File: src/rtl/uart_tx_fifo.sv
// UART transmitter with an internal first-word-fall-through TX FIFO.
// Configurable word width, parity and stop bits; queued frames go out back to back with no idle gap.
module uart_tx_fifo #(
  parameter int CLK_FRE     = 100,
  parameter int BAUD_RATE   = 9600,
  parameter int DATA_WIDTH  = 8,
  parameter int PARITY_ON   = 0,
  parameter int PARITY_TYPE = 0,
  parameter int STOP_BITS   = 1,
  parameter int FIFO_DEPTH  = 16
) (
  input  logic                          i_clk_sys,
  input  logic                          i_rst_n,
  input  logic [DATA_WIDTH-1:0]         i_data_tx,
  input  logic                          i_data_valid,
  output logic                          o_data_ready,
  output logic [$clog2(FIFO_DEPTH):0]   o_fifo_count,
  output logic                          o_uart_tx,
  output logic                          o_busy,
  output logic                          out_done
);

  localparam int CYCLE = CLK_FRE * 1000000 / BAUD_RATE;
  localparam int CNT_W = $clog2(CYCLE);
  localparam int AW    = $clog2(FIFO_DEPTH);

  localparam logic [CNT_W-1:0] BAUD_LAST = CNT_W'(CYCLE - 1);
  localparam logic [3:0]       DATA_LAST = 4'(DATA_WIDTH - 1);
  localparam logic [3:0]       STOP_LAST = 4'(STOP_BITS - 1);
  localparam logic             PAR_INV   = (PARITY_TYPE != 0);
  localparam logic [AW:0]      FULL_CNT  = (AW + 1)'(FIFO_DEPTH);

  typedef enum logic [2:0] {IDLE, START, DATA, PARITY, STOP} state_t;

  // FIFO storage and pointers; pointers wrap naturally since depth is a power of two.
  logic [DATA_WIDTH-1:0] mem [FIFO_DEPTH];
  logic [AW-1:0]         wr_ptr, rd_ptr;
  logic [AW:0]           count;
  logic                  push, pop, fifo_empty;

  assign o_data_ready = (count != FULL_CNT);
  assign o_fifo_count = count;
  assign fifo_empty   = (count == '0);
  assign push         = i_data_valid && o_data_ready;

  always_ff @(posedge i_clk_sys) begin
    if (push) mem[wr_ptr] <= i_data_tx;
  end

  always_ff @(posedge i_clk_sys or negedge i_rst_n) begin
    if (!i_rst_n) begin
      wr_ptr <= '0;
      rd_ptr <= '0;
      count  <= '0;
    end else begin
      if (push) wr_ptr <= wr_ptr + AW'(1);
      if (pop)  rd_ptr <= rd_ptr + AW'(1);
      case ({push, pop})
        2'b10:   count <= count + (AW + 1)'(1);
        2'b01:   count <= count - (AW + 1)'(1);
        default: count <= count;
      endcase
    end
  end

  // Serialiser state
  state_t                state_q, state_d;
  logic [CNT_W-1:0]      baud_q, baud_d;
  logic [3:0]            bit_q, bit_d;
  logic [DATA_WIDTH-1:0] shift_q, shift_d;
  logic                  par_q, par_d;
  logic                  tx_q, tx_d;
  logic                  bit_end;

  assign bit_end   = (baud_q == BAUD_LAST);
  assign o_uart_tx = tx_q;
  assign o_busy    = (state_q != IDLE);
  assign out_done  = (state_q == STOP) && bit_end && (bit_q == STOP_LAST);

  always_ff @(posedge i_clk_sys or negedge i_rst_n) begin
    if (!i_rst_n) begin
      state_q <= IDLE;
      baud_q  <= '0;
      bit_q   <= '0;
      shift_q <= '0;
      par_q   <= 1'b0;
      tx_q    <= 1'b1;
    end else begin
      state_q <= state_d;
      baud_q  <= baud_d;
      bit_q   <= bit_d;
      shift_q <= shift_d;
      par_q   <= par_d;
      tx_q    <= tx_d;
    end
  end

  always_comb begin
    state_d = state_q;
    baud_d  = baud_q;
    bit_d   = bit_q;
    shift_d = shift_q;
    par_d   = par_q;
    tx_d    = tx_q;
    pop     = 1'b0;

    if (state_q != IDLE) baud_d = bit_end ? '0 : baud_q + CNT_W'(1);

    case (state_q)
      IDLE: begin
        baud_d = '0;
        tx_d   = 1'b1;
        if (!fifo_empty) begin
          pop     = 1'b1;
          shift_d = mem[rd_ptr];
          par_d   = 1'b0;
          tx_d    = 1'b0;
          state_d = START;
        end
      end
      START: begin
        if (bit_end) begin
          tx_d    = shift_q[0];
          bit_d   = '0;
          state_d = DATA;
        end
      end
      DATA: begin
        if (bit_end) begin
          par_d   = par_q ^ shift_q[0];
          shift_d = shift_q >> 1;
          if (bit_q == DATA_LAST) begin
            bit_d = '0;
            if (PARITY_ON != 0) begin
              tx_d    = par_q ^ shift_q[0] ^ PAR_INV;
              state_d = PARITY;
            end else begin
              tx_d    = 1'b1;
              state_d = STOP;
            end
          end else begin
            bit_d = bit_q + 4'd1;
            tx_d  = shift_q[1];
          end
        end
      end
      PARITY: begin
        if (bit_end) begin
          tx_d    = 1'b1;
          bit_d   = '0;
          state_d = STOP;
        end
      end
      STOP: begin
        if (bit_end) begin
          if (bit_q == STOP_LAST) begin
            bit_d = '0;
            // Chain straight into the next start bit when more data is queued.
            if (!fifo_empty) begin
              pop     = 1'b1;
              shift_d = mem[rd_ptr];
              par_d   = 1'b0;
              tx_d    = 1'b0;
              state_d = START;
            end else begin
              tx_d    = 1'b1;
              state_d = IDLE;
            end
          end else begin
            bit_d = bit_q + 4'd1;
          end
        end
      end
      default: begin
        tx_d    = 1'b1;
        state_d = IDLE;
      end
    endcase
  end

endmodule

File: config.mk
export PLATFORM = sky130hd
export DESIGN_NAME = uart_tx_fifo
export DESIGN_NICKNAME = d
export VERILOG_FILES = /design/src/rtl/uart_tx_fifo.sv
export SDC_FILE = /design/constraint.sdc
export NUM_CORES = 1
export LEC_CHECK = 0
export ABC_CLOCK_PERIOD_IN_PS = 2800
export BUFFER_PORTS_ARGS = -buffer_cell sky130_fd_sc_hd__buf_2
export CAP_MARGIN = 30
export CORE_MARGIN = 5
export CORE_UTILIZATION = 56
export DETAILED_ROUTE_END_ITERATION = 6
export PLACE_DENSITY = 0.76
export RECOVER_POWER = 50
export SKIP_CTS_REPAIR_TIMING = 1
export SLEW_MARGIN = 20
export SYNTH_ARGS = -nofsm -noshare
export SYNTH_HDL_FRONTEND = slang
export SYNTH_SLANG_ARGS = --single-unit
File: constraint.sdc
create_clock -name i_clk_sys -period 2.8 [get_ports i_clk_sys]
set_input_delay 0.14 -clock i_clk_sys [delete_from_list [all_inputs] [get_ports i_clk_sys]]
set_output_delay 0.14 -clock i_clk_sys [all_outputs]
set_load 0.05 [all_outputs]
==> reports/results.tsv, run 1 <==
metric	value	unit
rows	42	
routedWlPerCell	20.6	um
netlist_instances	484	
ant_nets	0	
start_util	56.6	%
first_pass_iters	5	
final_cells	711	
clock-sinks	171	
synth_ff_type	edfxtp_1	
cts_buffer_depth	2	
syn_nets	508	
cap_violations	0	
setup_tns	0	ns
grt_pass1_wl	23100	um
dieArea	0.0157	sq mm
syn2layout_area_growth	13.4	%
via_count	4258	
n_fill_cell	927	
maxSlewViolCount	0	
crit_fanout	3	
yosysWarnings	0	
whs	0.112	ns
die_h	125	um
ys_types	56	
gr-total-overflow	0	
die_w	125	um
cts_max_level	4	
syn-cell-area	0.00743	sq mm
vdd_drop_max	0.000563	V
use_met1	24.8	%
p_per_area	731	mW/mm^2
path_cells	ha_2 > and4_4 > nand4_1 > o21ai_4 > nand2_2 > inv_2 > ha_4 > inv_2 > fa_2 > nor2b_1 > o21ai_1 > and3_1 > nor3_2 > xnor2_1	
num_antenna_cells	0	
drt_wl_total	14700	um
reg2reg_slack	0.11	ns
rsz0062_at_grt	true	
tightestPinTransition	1.09	ns
postPlaceCellArea	0.00780	sq mm
nets	548	
crit_slowest_cell	dfrtp_1	
finalCritPeriodShare	96.2	%
worstReg2RegEnd	o_fifo_count[4]	
ioPinCount	20	
place_congestion	0.836	
ys_ff_latch	171	
yosysSeqAreaShare	66.2	%
whs_path_depth	3	
use_met3	5.46	%
setup_viol	0	
hp-start	i_data_valid	
cp.arrival	3.04	ns
top_usage_layer	met2	
crit_top_cell	inv_2	
cts_inserted_buffers	17	
dpl.hpwl	9570	um
relSlewSlack	27.6	%
r2r_start	baud_q[1]	
cpPeakStageDelay	0.37	ns
hold_viol	0	
io_buffers	19	
cts_root_buf	clkbuf_16	
drt_iter0_drc	449	
multi_input_area	0.00234	sq mm
required	3.14	ns
cts_tree	yes	
regArea	0.00493	sq mm
syn_area_per_cell	15.4	sq um
min_path_type	input port to flip-flop	
clock_skew	0.0137	ns
fin_crit	2.69	ns
async_flop_share	25.1	%
placed_cells	674	
critical_path_class	flip-flop to flip-flop	
clk_pin_slew_worst_paths	0.06	ns
drc	0	
fmax	371	MHz
coreArea	0.0131	sq mm
rr_worst_depth	14	
grt_max_degree	44	
p_leak	3.18	nW
clk_latency	0.43	ns
antenna_found_initial	0	
synth_edf_count	128	
grt_pass1_vias	4282	
use_met2	32.2	%
worst_setup_path_start_kind	flip-flop	
critPathCaptureType	flip-flop	
track_usage	19.3	%
final_area	0.00843	sq mm
drive_gt1_share	22.4	%
holdPathEnd	wr_ptr[0]	
via_per_inst	5.99	
status	finished, final reports clean	
cell usage in the layout, fill, tap and decap left out, types with 3 or more instances in the layout:
cell       synthesis  layout
xnor2_1           11      11
nor3_2             0       4
a21oi_1            8       8
and3_1             3       3
dfrtp_2            0       6
o221ai_2           6       6
clkbuf_1           5      12
nand4_1            7       7
inv_1             15      12
buf_2              7       6
o21a_1             8       8
nand2b_1           8       8
mux2i_1           33      33
nor3_1             8       4
dfrtp_1           42      36
xor2_1             9       9
buf_4              6      25
nor2b_1            3       3
mux4_2            16      16
edfxtp_1         128     128
nor2_1            27      27
nand2_1           24      23
inv_2              0       3
inv_6              0       3
ha_1              12      10
or3_1              4       4
a221oi_1          24      24
o21ai_0           13      12
nand3_1           13      13
clkbuf_16          0      17
state kept, by name (all words and copies together) (netlist names):
| signal | count |
|---|---|
| baud_q | 14 |
| bit_q | 4 |
| mem | 128 |
| o_fifo_count | 5 |
| o_uart_tx | 1 |
| rd_ptr | 4 |
| shift_q | 8 |
| state_q | 3 |
| wr_ptr | 4 |
worst max path at each step:
| stage | startpoint | to | slack, ns | cells after the start |
|---|---|---|---|---|
| after detailed placement | bit_q[0] | o_fifo_count[4] | 0.07 | 14 |
| after global routing | baud_q[0] | o_fifo_count[4] | -0.08 | 14 |
| after global placement | bit_q[0] | o_fifo_count[4] | 0.16 | 14 |
| after CTS | bit_q[0] | o_fifo_count[4] | 0.06 | 14 |
| after floorplan | o_fifo_count[3] | o_fifo_count[4] | 0.01 | 13 |
| final | baud_q[1] | o_fifo_count[4] | 0.11 | 14 |
cell usage after synthesis (2+ instances only):
cell type  number  area, sq um
ha_1           12          150
a21oi_1         8         40.0
nor2_1         27          101
o22ai_1         2         12.5
dfrtp_1        42         1050
mux2i_1        33          330
nor3_1          8         40.0
nand3_1        13         65.1
edfxtp_1      128         3840
o21a_1          8         60.1
a21o_1          2         15.0
clkbuf_1        5         18.8
nor2b_1         3         18.8
buf_6           6         67.6
nand2b_1        8         50.1
buf_2           7         35.0
a221oi_1       24          210
nand2_1        24         90.1
o21ai_0        13         65.1
or3_1           4         25.0
and3_2          2         15.0
mux4_2         16          360
xor2_1          9         78.8
xnor2_1        11         96.3
and4_1          3         26.3
o221ai_2        6         90.1
or3b_2          2         17.5
and2_1          3         18.8
inv_1          15         56.3
buf_4           6         45.0
nand4_1         7         43.8
and3_1          3         18.8
cell families (layout without fill, tap and decap cells):
group | count (synthesis) | count (layout) | share of synthesized area [%]
AOI/OAI and AO/OA | 74 | 74 | 8.03
xor gates and xnor gates | 20 | 20 | 2.36
adders and majority gates | 13 | 13 | 2.29
buffers and inverters | 41 | 92 | 3.11
DFF | 171 | 171 | 66.2
muxes | 50 | 50 | 9.44
and+or+nand+nor | 115 | 115 | 8.55
per-stage QoR:
step           utilization [%]  total power [mW]  worst slack, ns
6_report                  64.2              6.17            0.105
4_1_cts                   63.7              6.21           0.0630
5_1_grt                   64.2              6.40          -0.0844
3_3_place_gp              59.3              3.91            0.163
3_5_place_dp              59.4              3.96           0.0748
2_1_floorplan                -              3.69          0.00994
final cells by class:
class	count	share of cell area (%)
clock buffer	17	5.05
multi-input combinational	272	27.8
sequential	171	58.5
timing repair buffer	47	3.77
inverter	15	0.668
clock inverter	13	1.69
tap	176	2.61
metal layers:
| metal | vias up | wire [um] | part of all wire (%) |
|---|---|---|---|
| li1 | 1944 | - | - |
| met1 | 2178 | 6140 | 42 |
| met2 | 116 | 7550 | 51 |
| met3 | 20 | 711 | 4.8 |
| met4 | 0 | 264 | 1.8 |
| met5 | - | 0 | 0 |
power breakdown:
group	total (mW)	internal, mW	switching (mW)
Combinational	0.754	0.234	0.520
Clock	2.27	1.31	0.957
Sequential	3.14	2.99	0.155
critical path, delay by kind of cell (launching register included):
family	cells	cell delay (ns)
simple gates	6	1.01
fa+ha+maj	3	0.67
flops	1	0.37
compound gates	2	0.31
xor+xnor	1	0.13
buf+inv	2	0.11
No activity file was read; power rests on OpenSTA's default activity.
==> run 2: changes to the inputs <==
CELL_PAD_IN_SITES_DETAIL_PLACEMENT = 0   (was unset)
CELL_PAD_IN_SITES_GLOBAL_PLACEMENT = 1   (was unset)
CORE_UTILIZATION = 48   (was 56)
PLACE_DENSITY = unset   (was 0.76)
PLACE_DENSITY_LB_ADDON = 0.1   (was unset)
==> reports/results.tsv, run 2 (same netlist as run 1, synthesis figures left out) <==
metric	value	unit	change
status	finished, final reports clean		
dpl.hpwl	10100	um	+6.0%
clock_skew	0.00974	ns	-0.00393 ns
fmax	384	MHz	+3.4%
cts_buffer_depth	2		unchanged
p_switching	1.76	mW	+8.0%
relSlewSlack	16.0	%	-12 points
coreArea	0.0152	sq mm	+16%
reg_top3	mem (128), baud_q (14), shift_q (8)		
power_frac_clock	36.4	%	-0.4 points
critPathCaptureType	flip-flop		
nets	554		+1.1%
n_fill_cell	1219		+31%
cts_tree	yes		
drive_gt1_share	23.0	%	+0.59 points
vdd_drop_max	0.000536	V	-4.8%
grt_pass1_vias	4099		-4.3%
grt_pass1_wl	24100	um	+4.4%
drt_iter0_drc	349		-22%
critical_path_class	flip-flop to flip-flop		
crit_slowest_cell	dfrtp_1		
maxSlewViolCount	0		unchanged
setup_viol	0		unchanged
power_frac_comb	13.1	%	+0.9 points
ioPinCount	20		unchanged
cap_violations	0		unchanged
die_h	134	um	+7.4%
tightestPinTransition	1.26	ns	+0.174 ns
drc	0		unchanged
required	3.15	ns	about the same
first_pass_iters	4		-1
finalCritPeriodShare	93.0	%	-3.2 points
path_cells	ha_4 > and4_4 > nand4_1 > o21ai_4 > nand2_2 > inv_2 > ha_4 > inv_2 > fa_2 > nor2b_1 > o21ai_1 > and3_1 > nor3_2 > xnor2_1		
pwr-share-seq	50.6	%	-0.4 points
fin_crit	2.60	ns	-0.0898 ns
hold_viol	0		unchanged
routedWlPerCell	20.8	um	+0.69%
rows	45		+7.1%
clock-sinks	171		unchanged
via_count	4179		-1.9%
antenna_found_initial	0		unchanged
p_per_area	730	mW/mm^2	-0.13%
track_usage	18.0	%	-1.3 points
cts_root_buf	clkbuf_16		
finish.utilization	55.8	%	-8.4 points
internal_power	4.43	mW	-2.3%
die_w	134	um	+7.4%
worst_setup_path_start_kind	flip-flop		
cts_max_level	4		unchanged
regMostFlops	mem		
via_per_inst	5.72		-4.5%
cpPeakStageDelay	0.42	ns	+0.05 ns
num_antenna_cells	0		unchanged
p_leak	3.20	nW	+0.67%
clk_latency	0.43	ns	about the same
place_congestion	0.806		-3.6%
min_path_type	input port to flip-flop		
dieArea	0.0181	sq mm	+15%
final_common_cell	edfxtp_1		
grt_max_degree	38		-14%
drt_wl_total	15200	um	+3.5%
cts_inserted_buffers	17		unchanged
crit_fanout	4		+1
cp.arrival	2.95	ns	-0.09 ns
gr-total-overflow	0		unchanged
clk_pin_slew_worst_paths	0.07	ns	about the same
start_util	48.9	%	-7.7 points
final_cell_mix	edfxtp_1 (128), dfrtp_1 (36), mux2i_1 (33)		
p_total	6.19	mW	+0.44%
switching_share	28.5	%	+2.0 points
syn2layout_area_growth	14.1	%	
ant_nets	0		unchanged
io_buffers	19		unchanged
largest_reg_flops	128		unchanged
==> run 2: changes by cell type in the layout (fill, tap and decap cells not counted), sizes merged <==
cell / previous run / this run
buf: 33 / 38
bufinv: 2 / 0
clkbuf: 30 / 31
clkinvlp: 2 / 1
inv: 19 / 24
==> run 2: worst paths after layout <==
check | cells after the start | slack (ns) | startpoint | to
hold reg to reg | 2 | 0.52 | shift_q[4] | shift_q[4]
min in group asynchronous | 2 | 0.47 | i_rst_n | baud_q[13]
max in group asynchronous | 3 | 0.52 | i_rst_n | baud_q[6]
setup / recovery | 14 | 0.20 | baud_q[0] | o_fifo_count[4]
setup reg to reg | 14 | 0.20 | baud_q[0] | o_fifo_count[4]
hold / removal | 3 | 0.1 | i_data_valid | wr_ptr[0]
==> run 2: per-stage QoR <==
| stage | hold WS, ns | TNS (ns) | std cells | cell area [sq um] | setup slack [ns] |
|---|---|---|---|---|---|
| 6_report | 0.0954 | 0 | 731 | 8480 | 0.195 |
| 5_1_grt | 0.106 | -0.0135 | 731 | 8480 | -0.0135 |
| 4_1_cts | -0.303 | 0 | 726 | 8450 | 0.0933 |
| 3_5_place_dp | 0.164 | 0 | 694 | 7880 | 0.0918 |
| 3_3_place_gp | 0.364 | 0 | 693 | 7850 | 0.154 |
| 2_1_floorplan | -0.156 | 0 | 484 | 7480 | 0.00994 |
==> run 2: layout make-up <==
cell class	count	area (sq um)	area share, %
sequential	171	4930	58.1
clock inverter	15	148	1.74
tap	188	235	2.77
timing repair buffer	53	345	4.07
clock buffer	17	425	5.02
multi-input combinational	272	2340	27.6
inverter	15	56.3	0.664
==> run 2: power groups by stage <==
stage	clock, mW	combinational (mW)	sequential [mW]
after global placement	0	0.806	3.17
final	2.25	0.810	3.13
after global routing	2.42	0.888	3.16
after floorplan	0	0.446	3.25
after detailed placement	0	0.811	3.19
after CTS	2.31	0.817	3.13
==> run 2: critical path: cells and delay by family, from the launching register on <==
| kind | cells | cell delay, ns |
|---|---|---|
| buffers and inverters | 2 | 0.12 |
| AOI/OAI and AO/OA | 2 | 0.28 |
| adders and majority gates | 3 | 0.65 |
| xor gates and xnor gates | 1 | 0.13 |
| DFF | 1 | 0.42 |
| and+or+nand+nor | 6 | 0.93 |
==> run 2: layer usage <==
layer | vias up | wire [um] | global-route usage, %
met3 | 26 | 628 | 4.84
met5 | - | 0 | 0
met1 | 2110 | 7350 | 26.7
met4 | 0 | 289 | 5.71
li1 | 1958 | - | -
met2 | 85 | 6910 | 26.1
